`config.mk`:
```
export PLATFORM = sky130hd
export DESIGN_NAME = inst_prefetch
export DESIGN_NICKNAME = d
export VERILOG_FILES = /design/src/rtl/raisin64_pkg.sv /design/src/rtl/pf_fifo.sv /design/src/rtl/inst_prefetch.sv
export SDC_FILE = /design/constraint.sdc
export NUM_CORES = 1
export LEC_CHECK = 0
export ABC_AREA = 1
export BUFFER_PORTS_ARGS = -buffer_cell sky130_fd_sc_hd__buf_2
export CAP_MARGIN = 20
export CORE_MARGIN = 5
export CORE_UTILIZATION = 40
export DETAILED_ROUTE_END_ITERATION = 10
export GPL_ROUTABILITY_DRIVEN = 0
export PLACE_DENSITY = 0.56
export SYNTH_ARGS = -nofsm -noshare
export SYNTH_HDL_FRONTEND = slang
export SYNTH_SLANG_ARGS = --single-unit
```
`constraint.sdc`:
```
create_clock -name clk -period 22 [get_ports clk]
set_input_delay 0 -clock clk [delete_from_list [all_inputs] [get_ports clk]]
set_output_delay 0 -clock clk [all_outputs]
set_load 0.05 [all_outputs]
```
`src/rtl/raisin64_pkg.sv`:
```
// Shared types and constants for the raisin64 instruction-fetch front end.
package raisin64_pkg;

   localparam logic [63:0] INST_NOP    = 64'h0;
   localparam int unsigned FETCH_BYTES = 8;

   typedef enum logic [1:0] {
      PF_IDLE,
      PF_REQ,
      PF_DRAIN
   } pf_state_t;

   // One prefetch queue entry: fetch address alongside the returned word.
   typedef struct packed {
      logic [63:0] addr;
      logic [63:0] data;
   } pf_entry_t;

endpackage

```
`src/rtl/pf_fifo.sv`:
```
// Small synchronous FIFO with flush; head is read straight from the storage array.
module pf_fifo #(
   parameter  int unsigned WIDTH = 128,
   parameter  int unsigned DEPTH = 4,
   localparam int unsigned CW    = $clog2(DEPTH + 1)
) (
   input  logic             clk,
   input  logic             rst_n,
   input  logic             push,
   input  logic             pop,
   input  logic             flush,
   input  logic [WIDTH-1:0] wdata,
   output logic [WIDTH-1:0] head,
   output logic [CW-1:0]    count,
   output logic             empty
);

   localparam int unsigned PW = $clog2(DEPTH);

   logic [WIDTH-1:0] mem [DEPTH];
   logic [PW-1:0]    rd_ptr;
   logic [PW-1:0]    wr_ptr;
   logic             do_push;
   logic             do_pop;

   assign do_push = push && !flush;
   assign do_pop  = pop && !flush && (count != '0);

   // Pointer and occupancy bookkeeping; flush empties the queue in one cycle.
   always_ff @(posedge clk) begin
      if (!rst_n) begin
         rd_ptr <= '0;
         wr_ptr <= '0;
         count  <= '0;
      end else if (flush) begin
         rd_ptr <= wr_ptr;
         count  <= '0;
      end else begin
         if (do_push) wr_ptr <= wr_ptr + PW'(1);
         if (do_pop)  rd_ptr <= rd_ptr + PW'(1);
         if (do_push && !do_pop)      count <= count + CW'(1);
         else if (!do_push && do_pop) count <= count - CW'(1);
      end
   end

   always_ff @(posedge clk) begin
      if (do_push) mem[wr_ptr] <= wdata;
   end

   // The issue logic upstream reserves a slot, so a full push is a design bug.
   always_ff @(posedge clk) begin
      if (rst_n && do_push) begin
         assert (count != CW'(DEPTH)) else $error("pf_fifo: push while full");
      end
   end

   assign head  = mem[rd_ptr];
   assign empty = (count == '0);

endmodule

```
`src/rtl/inst_prefetch.sv`:
```
// Instruction prefetch buffer: one outstanding imem request, queued fetch words,
// redirect flush with stale-response draining.
module inst_prefetch
   import raisin64_pkg::*;
#(
   parameter int unsigned DEPTH    = 4,
   parameter logic [63:0] RESET_PC = 64'h0
) (
   input  logic        clk,
   input  logic        rst_n,
   output logic [63:0] imem_addr,
   output logic        imem_addr_valid,
   input  logic [63:0] imem_data,
   input  logic        imem_data_valid,
   output logic [63:0] inst_data,
   output logic        inst_valid,
   output logic [63:0] next_jump_pc,
   input  logic [63:0] jump_pc,
   input  logic        do_jump,
   input  logic        stall
);

   localparam int unsigned CW   = $clog2(DEPTH + 1);
   localparam logic [63:0] STEP = 64'(FETCH_BYTES);

   pf_state_t   state;
   pf_state_t   state_nxt;
   logic [63:0] fetch_pc;
   logic [63:0] fetch_pc_nxt;
   logic [63:0] addr_nxt;
   logic        addr_valid_nxt;
   logic        push;
   logic        pop;
   logic        flush;
   logic [CW-1:0] count;
   logic [CW-1:0] count_after_pop;
   logic        empty;
   pf_entry_t   head;
   pf_entry_t   wentry;

   pf_fifo #(
      .WIDTH ($bits(pf_entry_t)),
      .DEPTH (DEPTH)
   ) u_fifo (
      .clk   (clk),
      .rst_n (rst_n),
      .push  (push),
      .pop   (pop),
      .flush (flush),
      .wdata (wentry),
      .head  (head),
      .count (count),
      .empty (empty)
   );

   always_ff @(posedge clk) begin
      if (!rst_n) begin
         state           <= PF_IDLE;
         fetch_pc        <= RESET_PC;
         imem_addr       <= RESET_PC;
         imem_addr_valid <= 1'b0;
      end else begin
         state           <= state_nxt;
         fetch_pc        <= fetch_pc_nxt;
         imem_addr       <= addr_nxt;
         imem_addr_valid <= addr_valid_nxt;
      end
   end

   // Request FSM; redirect outranks push/pop, which outrank a new issue.
   always_comb begin
      state_nxt       = state;
      fetch_pc_nxt    = fetch_pc;
      addr_nxt        = imem_addr;
      addr_valid_nxt  = imem_addr_valid;
      push            = 1'b0;
      flush           = do_jump;
      pop             = !stall && !empty && !do_jump;
      wentry          = '{addr: imem_addr, data: imem_data};
      count_after_pop = count - CW'(pop);

      if (do_jump) begin
         fetch_pc_nxt = jump_pc;
         if (state != PF_IDLE) begin
            if (imem_data_valid) begin
               state_nxt      = PF_IDLE;
               addr_valid_nxt = 1'b0;
            end else begin
               state_nxt      = PF_DRAIN;
            end
         end
      end else begin
         case (state)
            PF_IDLE: begin
               if (count_after_pop < CW'(DEPTH)) begin
                  addr_nxt       = fetch_pc;
                  addr_valid_nxt = 1'b1;
                  state_nxt      = PF_REQ;
               end
            end
            PF_REQ: begin
               if (imem_data_valid) begin
                  push           = 1'b1;
                  fetch_pc_nxt   = imem_addr + STEP;
                  addr_valid_nxt = 1'b0;
                  state_nxt      = PF_IDLE;
               end
            end
            PF_DRAIN: begin
               if (imem_data_valid) begin
                  addr_valid_nxt = 1'b0;
                  state_nxt      = PF_IDLE;
               end
            end
            default: state_nxt = PF_IDLE;
         endcase
      end
   end

   // Decode-facing view of the queue head; NOP and zero PC while empty.
   assign inst_valid   = !empty;
   assign inst_data    = empty ? INST_NOP : head.data;
   assign next_jump_pc = empty ? 64'h0 : head.addr + STEP;

endmodule

```
Word level (Yosys, flattened, before mapping). Memory sizes are Yosys's and may differ from the RTL's. A register that Yosys moved wholly into a read port is not among the register bits. Index checks and enable logic that the tools add are counted.

Bits in registers: 138. Memory bits (writable): 512. Input bits: 133. Word-level logic and storage cells: 78. Memories: 1.

Memory list: u_fifo.mem (words 4, bits a word 128, read ports 1, clocked after Yosys merged registers in 1, write ports 1, line pf_fifo.sv:20) `logic [WIDTH-1:0] mem [DEPTH];`.

Add/subtract/negate cells: 7. Order comparisons: 1. Equality and inequality tests: 5. Muxes and demuxes: 27. Bitwise operators: 2. Reductions and logical operators: 28.

Operators with widths (number): two-way mux 64 bit (5); adder 64 x 4 -> 64 bit (second input constant) (2); two-way mux 2 bit (9); nonzero test 2 bit (5); two-way mux 1 bit (9); AND reduction 3 bit (3); logical AND 1 bit (7); two-way mux 3 bit (2); nonzero test 3 bit (2); zero test 1 bit (5); adder 2 x 1 -> 2 bit (second input constant) (2); one-hot mux 2 bit (2 select lines) (1); AND reduction 2 bit (2); OR reduction 2 bit (2); adder 3 x 1 -> 3 bit (second input constant) (1); zero test 3 bit (1); less-than comparator 3 bit (second input constant) (1); != test 3 x 1 -> 1 bit (second input constant) (1); != test 3 bit (second input constant) (1); subtractor 3 x 1 -> 3 bit (1); subtractor 3 x 1 -> 3 bit (second input constant) (1); equality test 2 x 1 -> 1 bit (second input constant) (1); equality test 2 bit (second input constant) (1); zero test 2 bit (1); other kinds (3) (4).

Logic depth before layout (Yosys ltp). Gate-level depths: netlist (run 1).

Depth in word-level cells: 10. Depth in mapped cells: 17. Mapped depth without buffers: 15.

Modules after synthesis. Synthesis (run 1) repeated with hierarchy kept, for this count alone.

Cells, all modules: 2959. Area, all modules: 29379.4 µm².

By module, submodules not included: pf_fifo (instances 1, cells an instance 1311, area an instance 19692.6 µm²); inst_prefetch (instances 1, cells an instance 1648, area an instance 9686.8 µm²).

Worst setup path before layout (run 1). Ideal clock, no wire load.

Path type: register to register. Start point: register state[1]. End point: memory u_fifo.mem[0][0] (enable). Arrival: 6.560 ns. Path slack: 14.822 ns. Stages on the path, launching flop included: 7. Clock period less this slack: 7.178 ns. Cell sequence: dfxtp_1 inv_1 ha_1 nand2_1 nor2_1 clkinv_1 nor2_1.

Cells in the longest elaborated chain, start to end: 6.

Ends and longest elaborated chain: start: declaration (line inst_prefetch.sv:26) `pf_state_t state;`; start signal: assignment (line inst_prefetch.sv:63) `state <= state_nxt;`; equality test 2 x 1 -> 1 bit (line inst_prefetch.sv:93) `case (state)`; two-way mux 1 bit (line inst_prefetch.sv:93); two-way mux 1 bit (line inst_prefetch.sv:82) `if (do_jump) begin`; logical AND 1 bit (line pf_fifo.sv:26) `assign do_push = push && !flush;`; two-way mux 1 bit (line pf_fifo.sv:47) `if (do_push) mem[wr_ptr] <= wdata;`; two-way mux 1 bit (not written as such) (line pf_fifo.sv:47); end: declaration (line pf_fifo.sv:20).

Every way passes these cells.

==> out/qor.yml, run 1 <==
hold_viol_final: 0
grtUsageTotal_pct: 22.8
critPathTopFamily: "buffers and inverters"
synth_top_area_share_pct: 50.9
cts_root_buf: "clkbuf_16"
synth_area_um2: 30200
synth_area_leaders: "edfxtp_1 51%, nand2_1 12%, dfxtp_1 9.3%"
design_area_um2: 36200
vias: 24900
crit_fanout: 83
cp.required_ns: 22.00
final_util_pct: 48.4
path_class: "reg -> out"
avgSynthCellArea_um2: 8.88
wire_per_inst_um: 19.8
syn_inst: 3402
overflow: 0
setup_viol: 0
skew_ns: 0.0275
tightestPinTransition_ns: 1.08
syn-num-nets: 3545
hpwlAfterDp_mm: 63.9
io_pins: 327
drc: 0
post-route-min-period_ns: 4.56
final_max_slew_viol_count: 0
rrSetupSlack_ns: 18.01
dr.pass1.iters: 6
path_buf_inv: 3
clock-sinks: 652
layout-drive-gt1-share_pct: 13.0
rows: 100
yosysSeqAreaShare_pct: 60.2
grt_pass1_wl_mm: 143
via_per_inst: 5.17
cellLeakagePower_nw: 14.0
power_w: 0.00290
final_cell_mix: "954 x nand2_1, 590 x nor2_1, 512 x edfxtp_1"
rsz0062_at_grt: "false"
cp_cell_sequence: "buf_4, buf_4, nand2_1, nand3_1, nand2_1, nor2_1, nand2_1, nor2_1, nand2_1, nor2_1, nand2_1, nand2_1, nand2_1, nor2_1, buf_2"
portBuffers: 326
maxSlewHeadroom_pct: 28.1
synth-seq-cells: 652
tns_ns: 0
place_area_um2: 32600
synth_cell_type_count: 41
dieHeight_um: 285
ys_warn_count: 0
die_area_um2: 81100
grt_pass1_vias: 23600
cap_viol_max_count: 0
fin_nets: 3946
grt_use_met2_pct: 36.9
synthToLayoutAreaGrowth_pct: 19.8
use_met1_pct: 31.5
htree_levels: 3
gr-usage-met3_pct: 3.76
grt_max_degree: 117
final_common_cell: "nand2_1"
cts_buffers: 70
start_kind: "register"
clk_pin_slew_ns: 0.06
drt.antenna.violating_nets: 0
p_per_area_nw_per_um2: 80.1
status: "complete, no violations"
core_area_um2: 74700
start_util_pct: 40.4
cp_common_cell: "nand2_1"
hold_class: "in -> reg"
post-route-period-util_pct: 20.7
critPathArrivalTime_ns: 4.56
synth.largest_area_cell: "edfxtp_1"
cp_slowest_cell: "buf_4"
drt-total-wl_mm: 95.7
chipWidth_um: 285
clock_path_buffers: 3
busiest_layer: "met2"
antenna_cells: 0
initialDrtViolationCount: 2272
antenna_found_initial: 3
end_kind: "primary output"
cp_slowest_stage_delay_ns: 0.82
vdd_drop_max_uv: 52.9
fmax_ghz: 0.219
cts_tree: "built"
insertion_delay_ns: 0.62
==> worst reg2reg max path: stages, from the launching register on <==
cell      delay, ns
dfxtp_1        0.31
inv_1          0.08
ha_1           0.14
nand2_1        0.07
nor2_2         0.10
clkinv_1       0.42
nor2_4         0.84
buf_4          0.78
buf_4          0.83
==> power breakdown <==
group / leakage (nW) / switching (W) / internal [W]
clock network: 1.12 / 0.000490 / 0.000697
logic: 7.10 / 0.000223 / 0.0000851
registers: 5.82 / 0.0000444 / 0.00136
==> final timing paths <==
path,start,end,depth (start not counted)
max,register,next_jump_pc[63],15
min reg2reg,fetch_pc[0],imem_addr[0],2
max reg2reg,state[1],u_fifo.mem[2][76],8
min,rst_n,fetch_pc[5],4
==> cell usage after synthesis, drive strengths merged <==
library cell and number:
a211oi 1, a21oi 216, a22o 5, a31o 1, a31oi 15, a32oi 1, and2 2, and3 1
buf 70, clkbuf 87, clkinv 2, dfxtp 140, edfxtp 512, fa 1, ha 9, inv 162
nand2 960, nand3 204, nand3b 2, nand4 28, nor2 620, nor2b 1, nor3 35, o211ai 4
o21ai 262, o21bai 28, o221ai 4, or2 2, xnor2 2, xor2 25
==> per-layer routing <==
| layer | up-vias | routed length, um |
|---|---|---|
| met1 | 11700 | 42100 |
| li1 | 12200 | - |
| met2 | 819 | 44100 |
| met4 | 0 | 3050 |
| met3 | 151 | 6440 |
| met5 | - | 0 |
==> sequential cells by signal, summed over array words and instances (netlist names), named ones only <==
register         cells
fetch_pc            64
state                2
u_fifo.mem         512
u_fifo.count         3
imem_addr_valid      1
u_fifo.rd_ptr        2
u_fifo.wr_ptr        2
imem_addr           64
==> what timing repair did <==
item,in CTS,in global routing
hold buffers,130,0
setup buffers,0,0
hold endpoints to repair,328,0
gates resized for setup,0,0
==> final cells by class <==
type / count / area (um^2)
fillers: 7104 / 38500
flip-flops and latches: 652 / 18200
multi-input cells: 2429 / 10700
repair buffers: 486 / 3160
clock buffers: 84 / 1850
well taps: 969 / 1210
inverters: 164 / 628
clock inverters: 38 / 445
==> per-stage QoR <==
stage	cells	hold slack [ns]	setup WS, ns
3_5_place_dp	4570	0.216	17.91
2_1_floorplan	3402	0.0989	14.82
3_3_place_gp	4570	0.214	17.92
4_1_cts	4822	0.00903	17.27
5_1_grt	4822	0.0770	16.98
6_report	4822	0.0578	17.44
==> cell families (layout without fill, tap and decap cells) <==
kind of cell,Yosys count,in the layout,share of synthesized area (%)
buffers and inverters,321,772,4.58
flip-flops,652,652,60.2
XOR/XNOR,27,27,0.783
adder cells (fa/ha/maj),10,10,0.439
AND/OR/NAND/NOR,1855,1855,24.7
AO/OA/AOI/OAI,537,537,9.37
No activity file was read; power rests on OpenSTA's default activity.
==> run 2, diff against run 1 <==
- PLACE_DENSITY: 0.56 -> 0.58
- clock period: 22 -> 3.7 ns (I/O delays scaled with it)
==> run 2 against run 1 <==
Compared with the run above: critical path depth unchanged; routed wire length increased by 3.9%; non-clock buffer count up 36; global-route usage rose by 0.45 points; combinational power increased to 6.3 times the previous value; sequential cell count unchanged; core utilization up 1.5 points; clock power increased to 6.4 times the previous value; count of clock-buffer cells in the layout rose by 2; sequential share of layout area down 1.5 points; sequential power rose to 5.9 times the previous value.
==> out/qor.yml, run 2 (synthesis results as in run 1) <==
final_common_cell: "nand2_1"  # unchanged
end_kind: "primary output"  # unchanged
overflow: 0  # unchanged
post-route-period-util_pct: 93.4
cellLeakagePower_nw: 14.5  # was 14.0 nW
hold_class: "in -> reg"  # unchanged
drc: 0  # unchanged
cp.required_ns: 3.70  # was 22.00 ns
drt-total-wl_mm: 99.4  # was 95.7 mm
core_area_um2: 74700  # unchanged
drt.antenna.violating_nets: 0  # unchanged
rsz0062_at_grt: "false"  # unchanged
regMostFlops: "u_fifo.mem"  # unchanged
grtUsageTotal_pct: 23.3  # was 22.8%
power_frac_clock_pct: 42.4  # was 41.0%
antenna_found_initial: 2  # was 3
p_switching_w: 0.00464  # was 0.000757 W
hold_viol_final: 0  # unchanged
dieHeight_um: 285  # unchanged
grt_pass1_vias: 24000  # was 23,600
combPwrFrac_pct: 10.9  # was 10.6%
cp_common_cell: "nand2_1"  # unchanged
cts_buffers: 75  # was 70
seqPwrFrac_pct: 46.7  # was 48.4%
clock_path_buffers: 3  # unchanged
synthToLayoutAreaGrowth_pct: 23.5  # was 19.8%
internal-power_w: 0.0132  # was 0.00214 W
critPathTopFamily: "simple AND/OR/NAND/NOR gates"  # was buffers and inverters
cts_tree: "built"  # unchanged
wire_per_inst_um: 20.4  # was 19.8 um
hpwlAfterDp_mm: 66.0  # was 63.9 mm
initialDrtViolationCount: 2199  # was 2,272
chipWidth_um: 285  # unchanged
htree_levels: 3  # unchanged
fin_nets: 3987  # was 3,946
cp_slowest_stage_delay_ns: 0.44  # was 0.82 ns
status: "complete, no violations"  # unchanged
p_per_area_nw_per_um2: 478  # was 80.1 nW/um^2
rows: 100  # unchanged
final_max_slew_viol_count: 0  # unchanged
cts_root_buf: "clkbuf_16"  # unchanged
tightestPinTransition_ns: 0.987  # was 1.08 ns
maxSlewHeadroom_pct: 34.2  # was 28.1%
die_area_um2: 81100  # unchanged
design_area_um2: 37300  # was 36,200 um^2
crit_fanout: 50  # was 83
critPathArrivalTime_ns: 3.46  # was 4.56 ns
io_pins: 327  # unchanged
largest_register_ff_count: 512  # unchanged
final_util_pct: 49.9  # was 48.4%
start_util_pct: 40.4  # unchanged
via_per_inst: 5.25  # was 5.17
place_area_um2: 33100  # was 32,600 um^2
switching_share_pct: 26.1  # about the same
path_class: "reg -> out"  # unchanged
cp_cell_sequence: "buf_4, clkbuf_16, nand2_1, nand3_1, nand2_1, nor2_1, nand2_1, nor2_1, nand2_1, nor2_1, nand2_1, nand2_1, nand2_1, nor2_1, buf_2"  # was buf_4, buf_4, nand2_1, nand3_1, nand2_1, nor2_1, nand2_1, nor2_1, nand2_1, nor2_1, nand2_1, nand2_1, nand2_1, nor2_1, buf_2
skew_ns: 0.0265  # was 0.0275 ns
grt_max_degree: 116  # was 117
fmax_ghz: 0.289
start_kind: "register"  # unchanged
cp_slowest_cell: "dfxtp_4"  # was buf_4
cap_viol_max_count: 0  # unchanged
post-route-min-period_ns: 3.46
portBuffers: 326  # unchanged
grt_pass1_wl_mm: 146  # was 143 mm
reg_top3: "u_fifo.mem: 512 flops, fetch_pc: 64 flops, imem_addr: 64 flops"  # unchanged
power_w: 0.0178  # was 0.00290 W
clock-sinks: 652  # unchanged
setup_viol: 0  # unchanged
vias: 25600  # was 24,900
vdd_drop_max_uv: 268  # was 52.9 uV
insertion_delay_ns: 0.61  # was 0.62 ns
layout-drive-gt1-share_pct: 14.0  # was 13.0%
final_cell_mix: "954 x nand2_1, 586 x nor2_1, 512 x edfxtp_1"  # was 954 x nand2_1, 590 x nor2_1, 512 x edfxtp_1
path_buf_inv: 3  # unchanged
clk_pin_slew_ns: 0.06  # about the same
dr.pass1.iters: 5  # was 6
-- run 2: cell types whose count changed in the layout (fill, tap and decap cells not counted), sizes merged --
cell	change
bufinv	+2
clkbuf	+5
clkinv	+8
diode	+1
dlygate4sd3	+13
clkinvlp	+5
buf	+20
-- run 2: power by group through the flow --
stage	clock network [W]	logic, W	registers (W)
after floorplan	0	0.000996	0.00856
after global placement	0	0.00178	0.00846
after CTS	0.00771	0.00192	0.00831
after global routing	0.00804	0.00211	0.00833
final	0.00756	0.00195	0.00831
after detailed placement	0	0.00179	0.00847
-- run 2: per-layer routing --
layer / GRT usage, % / up-vias / part of all wire [%]
met5: 0 / - / 0
met4: 8.16 / 0 / 3.6
met3: 3.65 / 179 / 6.9
met2: 37.3 / 969 / 45
met1: 32.3 / 12100 / 44
li1: - / 12300 / -
-- run 2: final timing paths --
path,startpoint,to,slack (ns),cells past startpoint
worst max register to register,imem_addr[4],fetch_pc[55],0.77,11
worst min register to register,fetch_pc[21],imem_addr[21],0.46,2
worst max-delay path,register,next_jump_pc[51],0.24,15
worst min-delay path,imem_data[14],u_fifo.mem[1][14],0.15,2
-- run 2: cell type report --
| class | instances | area [um^2] |
|---|---|---|
| clock inverter | 53 | 559 |
| sequential | 652 | 18200 |
| timing repair buffer | 522 | 4020 |
| inverter | 164 | 651 |
| tap | 969 | 1210 |
| fill | 7026 | 37400 |
| multi-input combinational | 2429 | 10700 |
| antenna | 1 | 2.50 |
| clock buffer | 86 | 1960 |
-- run 2: timing repair --
action                                  in CTS  in global routing
hold buffers                               143                  0
resized for setup                            3                 11
endpoints found under the setup margin      20                 30
gates cloned                                 0                  2
hold endpoints to repair                   336                  0
setup buffers                                1                  9
-- run 2: stage by stage --
step | setup TNS, ns | cells | hold slack [ns] | setup slack, ns
6_report | 0 | 4876 | 0.148 | 0.243
3_3_place_gp | 0 | 4580 | 0.214 | 0.520
2_1_floorplan | -698.14 | 3402 | 0.0989 | -1.36
5_1_grt | 0 | 4875 | 0.125 | 0.0542
3_5_place_dp | 0 | 4580 | 0.216 | 0.497
4_1_cts | 0 | 4863 | 0.0983 | 0.0316
